$ cat src/rtl/synapse_weight_loader.sv
// rtl/synapse_weight_loader.sv - buffers (addr, weight, rc) entries and paces them onto the synapse write port
// One FIFO feeds a registered write port; an FSM sequences kill, paced issue, inter-write gaps and completion.
module synapse_weight_loader #(
  parameter int NUM_SYN     = 128,
  parameter int FIFO_DEPTH  = 4,
  parameter int GAP_CYCLES  = 1,
  parameter int KILL_CYCLES = 2
) (
  input  logic        clk,
  input  logic        rst,
  input  logic        start,
  input  logic        clear_first,
  input  logic [7:0]  exp_count,
  input  logic        in_valid,
  output logic        in_ready,
  input  logic [6:0]  in_addr,
  input  logic [7:0]  in_weight,
  input  logic        in_rc,
  output logic        kill,
  output logic [6:0]  iAddr,
  output logic [31:0] W_DATA,
  output logic        W_EN,
  output logic        R_EN,
  output logic        busy,
  output logic        done,
  output logic        err_addr,
  output logic [7:0]  wr_count
);

  localparam int AW = (FIFO_DEPTH > 1) ? $clog2(FIFO_DEPTH) : 1;
  localparam int KW = (KILL_CYCLES > 1) ? $clog2(KILL_CYCLES) : 1;
  localparam logic [KW-1:0] KILL_LAST  = KW'(KILL_CYCLES - 1);
  localparam logic [3:0]    GAP_LAST   = 4'(GAP_CYCLES - 1);
  localparam bit            HAS_GAP    = (GAP_CYCLES != 0);
  localparam logic [7:0]    ADDR_LIMIT = 8'(NUM_SYN);
  localparam logic [AW:0]   FULL_CNT   = (AW + 1)'(FIFO_DEPTH);

  typedef enum logic [2:0] {
    S_IDLE,
    S_KILL,
    S_LOAD,
    S_GAP,
    S_DONE
  } state_t;

  state_t state, state_nx;

  logic [15:0]   mem [FIFO_DEPTH];
  logic [AW-1:0] wr_ptr;
  logic [AW-1:0] rd_ptr;
  logic [AW:0]   occupancy;
  logic [7:0]    exp_q;
  logic [7:0]    accepted;
  logic [7:0]    consumed;
  logic [KW-1:0] kill_cnt;
  logic [3:0]    gap_cnt;

  logic        fifo_full;
  logic        fifo_empty;
  logic        push;
  logic        pop;
  logic        kill_last;
  logic        gap_last;
  logic        finished;
  logic        head_ok;
  logic [15:0] head;
  logic [6:0]  head_addr;
  logic [7:0]  head_weight;
  logic        head_rc;

  assign fifo_full  = (occupancy == FULL_CNT);
  assign fifo_empty = (occupancy == '0);
  assign in_ready   = ((state == S_LOAD) || (state == S_GAP)) && !fifo_full && (accepted < exp_q);
  assign push       = in_valid && in_ready;

  assign head = mem[rd_ptr];
  assign {head_rc, head_weight, head_addr} = head;
  assign head_ok = ({1'b0, head_addr} < ADDR_LIMIT);

  assign kill_last = (kill_cnt == KILL_LAST);
  assign gap_last  = (gap_cnt == GAP_LAST);
  assign finished  = (consumed == exp_q);

  // A pop loads the write port next edge; while a write is on the port the next pop waits for the gap's last cycle.
  assign pop = !fifo_empty &&
               (((state == S_LOAD) && !(W_EN && HAS_GAP)) || ((state == S_GAP) && gap_last));

  assign kill = (state == S_KILL);
  assign busy = (state != S_IDLE);
  assign done = (state == S_DONE);

  always_comb begin
    state_nx = state;
    case (state)
      S_IDLE: begin
        if (start) state_nx = clear_first ? S_KILL : S_LOAD;
      end
      S_KILL: begin
        if (kill_last) state_nx = (exp_q == 8'd0) ? S_DONE : S_LOAD;
      end
      S_LOAD: begin
        if (W_EN && HAS_GAP) state_nx = S_GAP;
        else if (finished)   state_nx = S_DONE;
      end
      S_GAP: begin
        if (gap_last) state_nx = finished ? S_DONE : S_LOAD;
      end
      S_DONE:  state_nx = S_IDLE;
      default: state_nx = S_IDLE;
    endcase
  end

  always_ff @(posedge clk) begin
    if (push) mem[wr_ptr] <= {in_rc, in_weight, in_addr};
  end

  always_ff @(posedge clk or posedge rst) begin
    if (rst) begin
      state     <= S_IDLE;
      wr_ptr    <= '0;
      rd_ptr    <= '0;
      occupancy <= '0;
      exp_q     <= '0;
      accepted  <= '0;
      consumed  <= '0;
      kill_cnt  <= '0;
      gap_cnt   <= '0;
      W_EN      <= 1'b0;
      R_EN      <= 1'b0;
      iAddr     <= '0;
      W_DATA    <= '0;
      err_addr  <= 1'b0;
      wr_count  <= '0;
    end else begin
      state <= state_nx;

      if (push) wr_ptr <= wr_ptr + AW'(1);
      if (pop)  rd_ptr <= rd_ptr + AW'(1);
      case ({push, pop})
        2'b10:   occupancy <= occupancy + (AW + 1)'(1);
        2'b01:   occupancy <= occupancy - (AW + 1)'(1);
        default: occupancy <= occupancy;
      endcase

      kill_cnt <= (state == S_KILL) ? kill_cnt + KW'(1) : '0;
      gap_cnt  <= (state == S_GAP) ? gap_cnt + 4'd1 : 4'd0;

      // Out-of-range entries are consumed silently: no strobe, no gap, only the sticky error flag.
      W_EN <= pop && head_ok;
      R_EN <= pop && head_ok && head_rc;
      if (pop && head_ok) begin
        iAddr  <= head_addr;
        W_DATA <= {4{head_weight}};
      end

      if ((state == S_IDLE) && start) begin
        exp_q    <= exp_count;
        accepted <= '0;
        consumed <= '0;
        err_addr <= 1'b0;
        wr_count <= '0;
      end else begin
        if (push) accepted <= accepted + 8'd1;
        if (pop) begin
          consumed <= consumed + 8'd1;
          if (head_ok) wr_count <= wr_count + 8'd1;
          else         err_addr <= 1'b1;
        end
      end
    end
  end

endmodule

$ cat config.mk
export PLATFORM = sky130hd
export DESIGN_NAME = synapse_weight_loader
export DESIGN_NICKNAME = d
export VERILOG_FILES = /design/src/rtl/synapse_weight_loader.sv
export SDC_FILE = /design/constraint.sdc
export NUM_CORES = 1
export LEC_CHECK = 0
export BUFFER_PORTS_ARGS = -buffer_cell sky130_fd_sc_hd__buf_2
export CAP_MARGIN = 20
export CORE_ASPECT_RATIO = 0.7
export CORE_MARGIN = 2
export CORE_UTILIZATION = 60
export DETAILED_ROUTE_END_ITERATION = 6
export MAX_ROUTING_LAYER = met4
export PLACE_DENSITY_LB_ADDON = 0.05
export SYNTH_ARGS = -nofsm -noshare
export SYNTH_HDL_FRONTEND = slang
export SYNTH_SLANG_ARGS = --single-unit
$ cat constraint.sdc
create_clock -name clk -period 8.05 [get_ports clk]
set_clock_uncertainty 0.1 [all_clocks]
set_input_delay 2.0125 -clock clk [delete_from_list [all_inputs] [get_ports clk]]
set_output_delay 2.0125 -clock clk [all_outputs]
set_load 0.02 [all_outputs]
=== Word-level counts from Yosys, hierarchy flattened ===
Memory sizes are Yosys's and may differ from the RTL's.
Index checks and enable logic that the tools add are counted.

* $add $sub $neg: 9
* Magnitude comparators: 1
* Eq/ne operators: 12
* Mux-type cells: 20
* Reduce and logical (&&, ||, !) cells: 22

{| class="wikitable"
|+ Operators with widths
! cell !! count
|-
| $mux 8 || 6
|-
| $add 8x1->8 const B || 3
|-
| $mux 3 || 7
|-
| $pmux 3 s4 || 1
|-
| $eq 8x8->1 || 1
|-
| $logic_and 1x1->1 || 8
|-
| $logic_not 8->1 || 1
|-
| $lt 8x8->1 || 1
|-
| $eq 3x2->1 const B || 2
|-
| $eq 3x3->1 const B || 2
|-
| $logic_not 3->1 || 2
|-
| $pmux 3 s2 || 1
|-
| $reduce_bool 2->1 || 3
|-
| $add 2x1->2 const B || 2
|-
| $add 4x1->4 const B || 1
|-
| $logic_not 4->1 || 1
|-
| $mux 4 || 1
|-
| $ne 2x2->1 const B || 2
|-
| $reduce_and 4->1 || 1
|-
| $add 3x1->3 const B || 1
|-
| $eq 3x1->1 const B || 1
|-
| $logic_not 1->1 || 3
|-
| $mux 1 || 3
|-
| $ne 3x3->1 const B || 1
|-
| other kinds (8) || 9
|}

* Register bits: 88
* RAM bits: 64
* Input bits: 29
* Output and inout port bits: 54
* Memories kept: 1

{| class="wikitable"
|+ Memories
! memory !! depth !! bits a word !! rd ports !! clocked after memory_dff !! wr ports !! RTL line !! RTL
|-
| mem || 4 || 16 || 1 || 0 || 1 || 48 || <nowiki>logic [15:0] mem [FIFO_DEPTH];</nowiki>
|}

=== Depth between registers and ports, before layout ===
Gate-level depths: netlist of run 1.

* Depth after elaboration: 7
* Depth in mapped cells: 13
* Depth with buffers taken out: 12

=== Worst setup path after synthesis of run 1 ===
No wires, ideal clock.

* Path kind: register to output
* From: reg exp_q[6]
* To: out in_ready
* Data arrival time: 1699 ps
* Required time: 5938 ps
* Slack: 4238 ps
* Cell stages (with the launch flop): 6
* Cell sequence: dfrtp_1 > inv_1 > ha_1 > a21o_1 > a2111o_1 > a31oi_1

* Longest elaborated chain between the ends: 2

{| class="wikitable"
|+ Ends and longest elaborated chain
! item !! RTL line !! RTL
|-
| start, declared || 52 || <nowiki>logic [7:0] exp_q;</nowiki>
|-
| start signal, assigned || 157 || <nowiki>exp_q <= exp_count;</nowiki>
|-
| $lt 8x8->1 || 73 || <nowiki>assign in_ready = ((state == S_LOAD) || (state == S_GAP)) && !fifo_full && (accepted < exp_q);</nowiki>
|-
| $logic_and 1x1->1 || 73 ||
|-
| end, declared || 15 || <nowiki>output logic in_ready,</nowiki>
|}

Every way passes these cells.

=== Worst setup path after layout of run 1 ===
Same ends and word-level chain as after synthesis.

==> flow_summary.toml, run 1 <==
[worst_setup_path]
crit_type = "reg2out"
r2r-start = "gap_cnt[0]"
reg2reg_to = "occupancy[2]"
crit_required_ns = 5.94
worst_ep_arrival_time_ns = 2.11
worstSetupStartpointType = "flip-flop"
ff2ff_setup_slack_ns = 4.48
crit_path_end = "in_ready"
cp_max_fo = 3
reg2reg_depth = 12
critPathCaptureType = "output port"
cp-startpoint = "exp_q[6]"

[final_layout]
num-fill-cells = 626
drive_gt1_share_pct = 26.23
insertedDiodeCount = 0
register_area_sq_um = 3523
fin_cells = 654
final_area_sq_um = 6736
layout.nets = 564
areaGrowthSynthToFinish_pct = 16.44
multi_input_area_sq_um = 1911
final_common_cell = "buf_2"
final_cell_mix = "buf_2, nand2_1, dfrtp_1, edfxtp_1, inv_1"

[floorplan]
die_x_um = 121.4
core_sq_um = 9216
fp-row-count = 29
die_area_sq_um = 10460
io_pins = 83
initial_utilization_pct = 62.77
die_y_um = 86.16

[detailed_routing]
firstDrtPassIters = 4
drc_errors = 0
wl_per_cell_um = 17.00
ant_nets = 0
viasPerCell = 5.474
drt_iter0_drc = 217
wl_mm = 11.12
vias = 3580

[yosys]
synth_top_area_cell = "edfxtp_1"
synth_fp_nets = 500
netlist_area_sq_um = 5786
ys_types = 47
synth.avg_cell_area_sq_um = 12.77
synthCells = 453
yosys-top-cells-area = "edfxtp_1, dfrtp_1, mux4_2"
ys_ff_latch = 128
postSynth.asyncResetShare_pct = 50.00
synth_top_area_share_pct = 33.22
synth_edf_count = 64
yosys_warnings = 0
seq_area_frac_synth_pct = 60.90
synth_ff_type = "edfxtp_1"

[timing]
tightest_slew_ns = 0.9224
fin_crit_sh_pct = 52.49
maxSlewViolCount = 0
fin_crit_ns = 4.225
setup_viol = 0
finalHoldViolations = 0
fin_tns_setup_ns = 0
rsz0062_at_grt = "false"
max_slew_margin_pct = 38.28
clock.fmax_mhz = 236.7

[clocking]
cts_tree = "yes"
cts.sinks = 128
cts_root_buf = "clkbuf_16"
max-clock-path-buffers = 2
cts.clk_slew.worst_paths_ns = 0.06
numCtsBuffers = 17
postCtsHoldBufs = 0
clkLatencyLatePin_ns = 0.41
ctsHtreeMaxLevel = 4
cts_setup_buffers = 0
cts-resized-gates = 0

[global_route]
grt_pass1_vias = 3537
grt_usage_pct = 23.88
antenna_found_initial = 0
grt_max_degree = 65
grt_pass1_wl_mm = 18.15
overflow = 0

[placement]
gp_congestion = 0.8070
placed_cell_area_sq_um = 6111
place_inst = 620
numPortBuffers = 81
hpwl_mm = 6.977

[power]
p_leak_nw = 2.962
vdd_drop_max_mv = 0.3376
powerDensity_nw_per_um2 = 428.1

[min_path]
worstHoldPathType = "reg2reg"

[flow_run]
drv_cap = 0

[run_status]
status = "finished clean"
worst min path at each step:
stage          depth (start not counted)  startpoint        to  slack (ns)
4_1_cts                                1    kill_cnt  kill_cnt        0.34
3_3_place_gp                           1    kill_cnt  kill_cnt        0.33
2_1_floorplan                          1    kill_cnt  kill_cnt        0.31
6_report                               1    kill_cnt  kill_cnt        0.34
5_1_grt                                1    kill_cnt  kill_cnt        0.36
3_5_place_dp                           1    kill_cnt  kill_cnt        0.34
metrics by stage:
step	utilization (%)	setup WS, ns	hold slack (ns)	total power [mW]
final	73.09	3.825	0.3442	2.884
after global placement	66.30	4.280	0.3337	2.079
after floorplan	-	4.238	0.3146	1.899
after detailed placement	66.30	4.260	0.3351	2.113
after global routing	73.09	3.726	0.3631	3.075
after CTS	72.63	3.818	0.3433	2.869
state kept, by name, summed over array words and instances, names as in the netlist:
signal / cells
R_EN: 1
wr_ptr: 2
occupancy: 3
exp_q: 8
rd_ptr: 2
kill_cnt: 1
accepted: 8
W_DATA: 8
consumed: 8
state: 3
mem: 64
W_EN: 1
gap_cnt: 4
iAddr: 7
wr_count: 8
cell usage after synthesis, types with 7 or more instances:
| library cell | count |
|---|---|
| a21oi_1 | 8 |
| dfrtp_1 | 64 |
| edfxtp_1 | 64 |
| o21ai_0 | 14 |
| nand2_1 | 77 |
| xnor2_1 | 17 |
| nand3_1 | 10 |
| mux2i_1 | 13 |
| buf_4 | 26 |
| and2_1 | 7 |
| nor2_1 | 10 |
| ha_1 | 17 |
| nand4_1 | 7 |
| nor2b_1 | 7 |
| inv_1 | 24 |
| clkbuf_1 | 8 |
| mux4_2 | 16 |
kinds of logic (layout without fill, tap and decap cells):
kind of cell	Yosys count	after routing	synth area share, %
mux	31	31	8.867
flops	128	128	60.90
buf+inv	66	143	6.077
xor+xnor	22	22	3.330
other cells	1	1	0.06482
fa+ha+maj	18	18	4.022
compound gates	39	39	4.455
simple gates	148	148	12.28
critical path: stages, from the launching register on:
cell	delay (ns)
dfrtp_1	0.38
inv_1	0.07
ha_1	0.30
a21o_1	0.18
a2111o_1	0.45
a31oi_1	0.15
buf_2	0.18
per-layer routing:
| metal | share of wire (%) | global-route usage [%] | vias to the layer above |
|---|---|---|---|
| li1 | - | - | 1709 |
| met5 | 0 | - | - |
| met2 | 46 | 34.78 | 90 |
| met1 | 48 | 33.75 | 1772 |
| met3 | 4.8 | 6.117 | 9 |
| met4 | 0.95 | 7.001 | 0 |
cell type report:
cell class              instances  area share, %
clock buffers                  21          6.984
clock inverters                11          1.672
inverters                      25          1.393
multi-input cells             259          28.36
flip-flops and latches        128          52.30
well taps                     124          2.303
repair buffers                 86          6.984
where the power goes:
part           total [mW]  switching, mW  internal (mW)
registers            1.07          0.183          0.890
logic                1.07          0.634          0.433
clock network       0.745          0.269          0.476
Power figures use the tool's default switching activity.
==> inputs of run 2 (changes only) <==
Settings changed: CORE_UTILIZATION 60 to 57.
Clock period 8.05 ns to 4.26 ns, I/O delays scaled along.
==> run 2 against run 1 <==
Clock power increased by 100%. Combinational power is 87% higher. First-iteration DRC count increased by 0.46%. Wire length decreased by 5.7%. Critical path depth unchanged. Via count down 1.4%. Sequential share of layout area down 0.39 points. Utilization fell by 3.8 points. Sequential power grew 88%. Design area increased by 0.74%. Critical endpoint unchanged.
==> flow_summary.toml, run 2 (same netlist as run 1, synthesis figures left out) <==
[clocking]
max-clock-path-buffers = 2
clkLatencyLatePin_ns = 0.40
cts-resized-gates = 0
numCtsBuffers = 17
cts_setup_buffers = 0
cts.sinks = 128
cts_root_buf = "clkbuf_16"
postCtsHoldBufs = 0
ctsHtreeMaxLevel = 4
cts_tree = "yes"
cts.clk_slew.worst_paths_ns = 0.06

[final_layout]
largest_register_ffs = 64
final_util_pct = 69.27
areaGrowthSynthToFinish_pct = 17.30
layout.nets = 566
regMostFlops = "mem"
final_cell_mix = "buf_2, nand2_1, dfrtp_1, edfxtp_1, inv_1"
final_common_cell = "buf_2"
final_area_sq_um = 6787
multi_input_area_sq_um = 1911
insertedDiodeCount = 0
num-fill-cells = 684
register_area_sq_um = 3523
drive_gt1_share_pct = 26.50

[worst_setup_path]
crit_required_ns = 3.09
critPathCaptureType = "output port"
crit_type = "reg2out"
cp_max_fo = 3
worst_ep_arrival_time_ns = 2.11
worstSetupStartpointType = "flip-flop"
path_cells = "inv_1 > ha_1 > a21o_1 > a2111o_1 > a31oi_1 > buf_2"
crit_family = "compound AO/OA/AOI/OAI gates"
slowest_delay_ns = 0.44
crit_path_top_delay_cell = "a2111o_1"
crit_buf_inv = 2

[detailed_routing]
wl_mm = 10.49
wl_per_cell_um = 15.89
firstDrtPassIters = 4
vias = 3529
drt_iter0_drc = 218
ant_nets = 0
drc_errors = 0
viasPerCell = 5.347

[global_route]
antenna_found_initial = 0
grt_pass1_vias = 3337
grt_max_degree = 39
grt_usage_pct = 21.52
grt_pass1_wl_mm = 17.47
overflow = 0

[floorplan]
die_area_sq_um = 10980
core_sq_um = 9797
die_y_um = 88.29
initial_utilization_pct = 59.05
die_x_um = 124.4
io_pins = 83
fp-row-count = 30

[placement]
gp_congestion = 0.7952
placed_cell_area_sq_um = 6138
numPortBuffers = 81
hpwl_mm = 7.085

[timing]
rsz0062_at_grt = "false"
setup_viol = 0
fin_tns_setup_ns = 0
fin_crit_ns = 3.278
tightest_slew_ns = 0.8376
clock.fmax_mhz = 305.0
finalHoldViolations = 0
max_slew_margin_pct = 44.16
maxSlewViolCount = 0
fin_hold_ws_ns = 0.3450
fin_crit_sh_pct = 76.96

[power]
p_leak_nw = 2.977
powerDensity_nw_per_um2 = 811.7
vdd_drop_max_mv = 0.4029
power_mw = 5.509

[flow_run]
drv_cap = 0

[min_path]
worstHoldPathType = "reg2reg"

[run_status]
status = "finished clean"
run 2: changes by cell type in the layout (fill, tap and decap cells not counted):
cell        change
clkinv_1        -1
buf_4           +3
clkinv_2        -3
clkbuf_8        -3
bufinv_16       +2
clkinvlp_4      +1
inv_6           +1
buf_8           -1
clkinv_4        +2
clkbuf_1        +1
run 2: through the flow:
stage	worst slack, ns	cells
finish	0.9816	660
global route	0.8918	660
CTS	0.9717	659
detailed placement	1.192	627
global placement	1.241	627
floorplan	1.243	453
run 2: area by class of cell:
| cell class | instances | share of cell area (%) |
|---|---|---|
| Clock buffer | 19 | 6.379 |
| Clock inverter | 13 | 2.765 |
| Inverter | 25 | 1.383 |
| Multi-Input combinational cell | 259 | 28.15 |
| Sequential cell | 128 | 51.92 |
| Tap cell | 128 | 2.360 |
| Timing Repair Buffer | 88 | 7.043 |
run 2: routing by layer:
metal	vias up	global-route usage [%]	wire length [um]
met5	-	-	0
met4	0	6.435	91
met3	7	4.897	422
met2	86	30.90	4680
met1	1721	31.19	5291
li1	1715	-	-
run 2: worst reg2reg max path: cells and delay by family (launching register included):
| kind | cells | cell delay [ns] |
|---|---|---|
| simple gates | 1 | 0.71 |
| flops | 1 | 0.38 |
| fa+ha+maj | 1 | 0.30 |
| buf+inv | 2 | 0.32 |
| compound gates | 3 | 0.85 |
run 2: report_power, final:
group          internal [mW]  total, mW  switching [mW]  leakage, nW
Clock                  0.981       1.50           0.515        0.294
Sequential              1.68       2.01           0.332         1.40
Combinational          0.817       2.00            1.18         1.29
run 2: worst paths after layout:
kind	startpoint	end	slack, ns	cells after the start
worst max-delay path	exp_q[6]	in_ready	0.98	6
worst min-delay path	kill_cnt	kill_cnt	0.34	1
worst max register to register	exp_q[6]	mem[0][12]	1.20	7
worst min register to register	kill_cnt	kill_cnt	0.34	1
max in group asynchronous	rst	consumed[4]	2.55	3
min in group asynchronous	rst	wr_count[2]	0.73	2
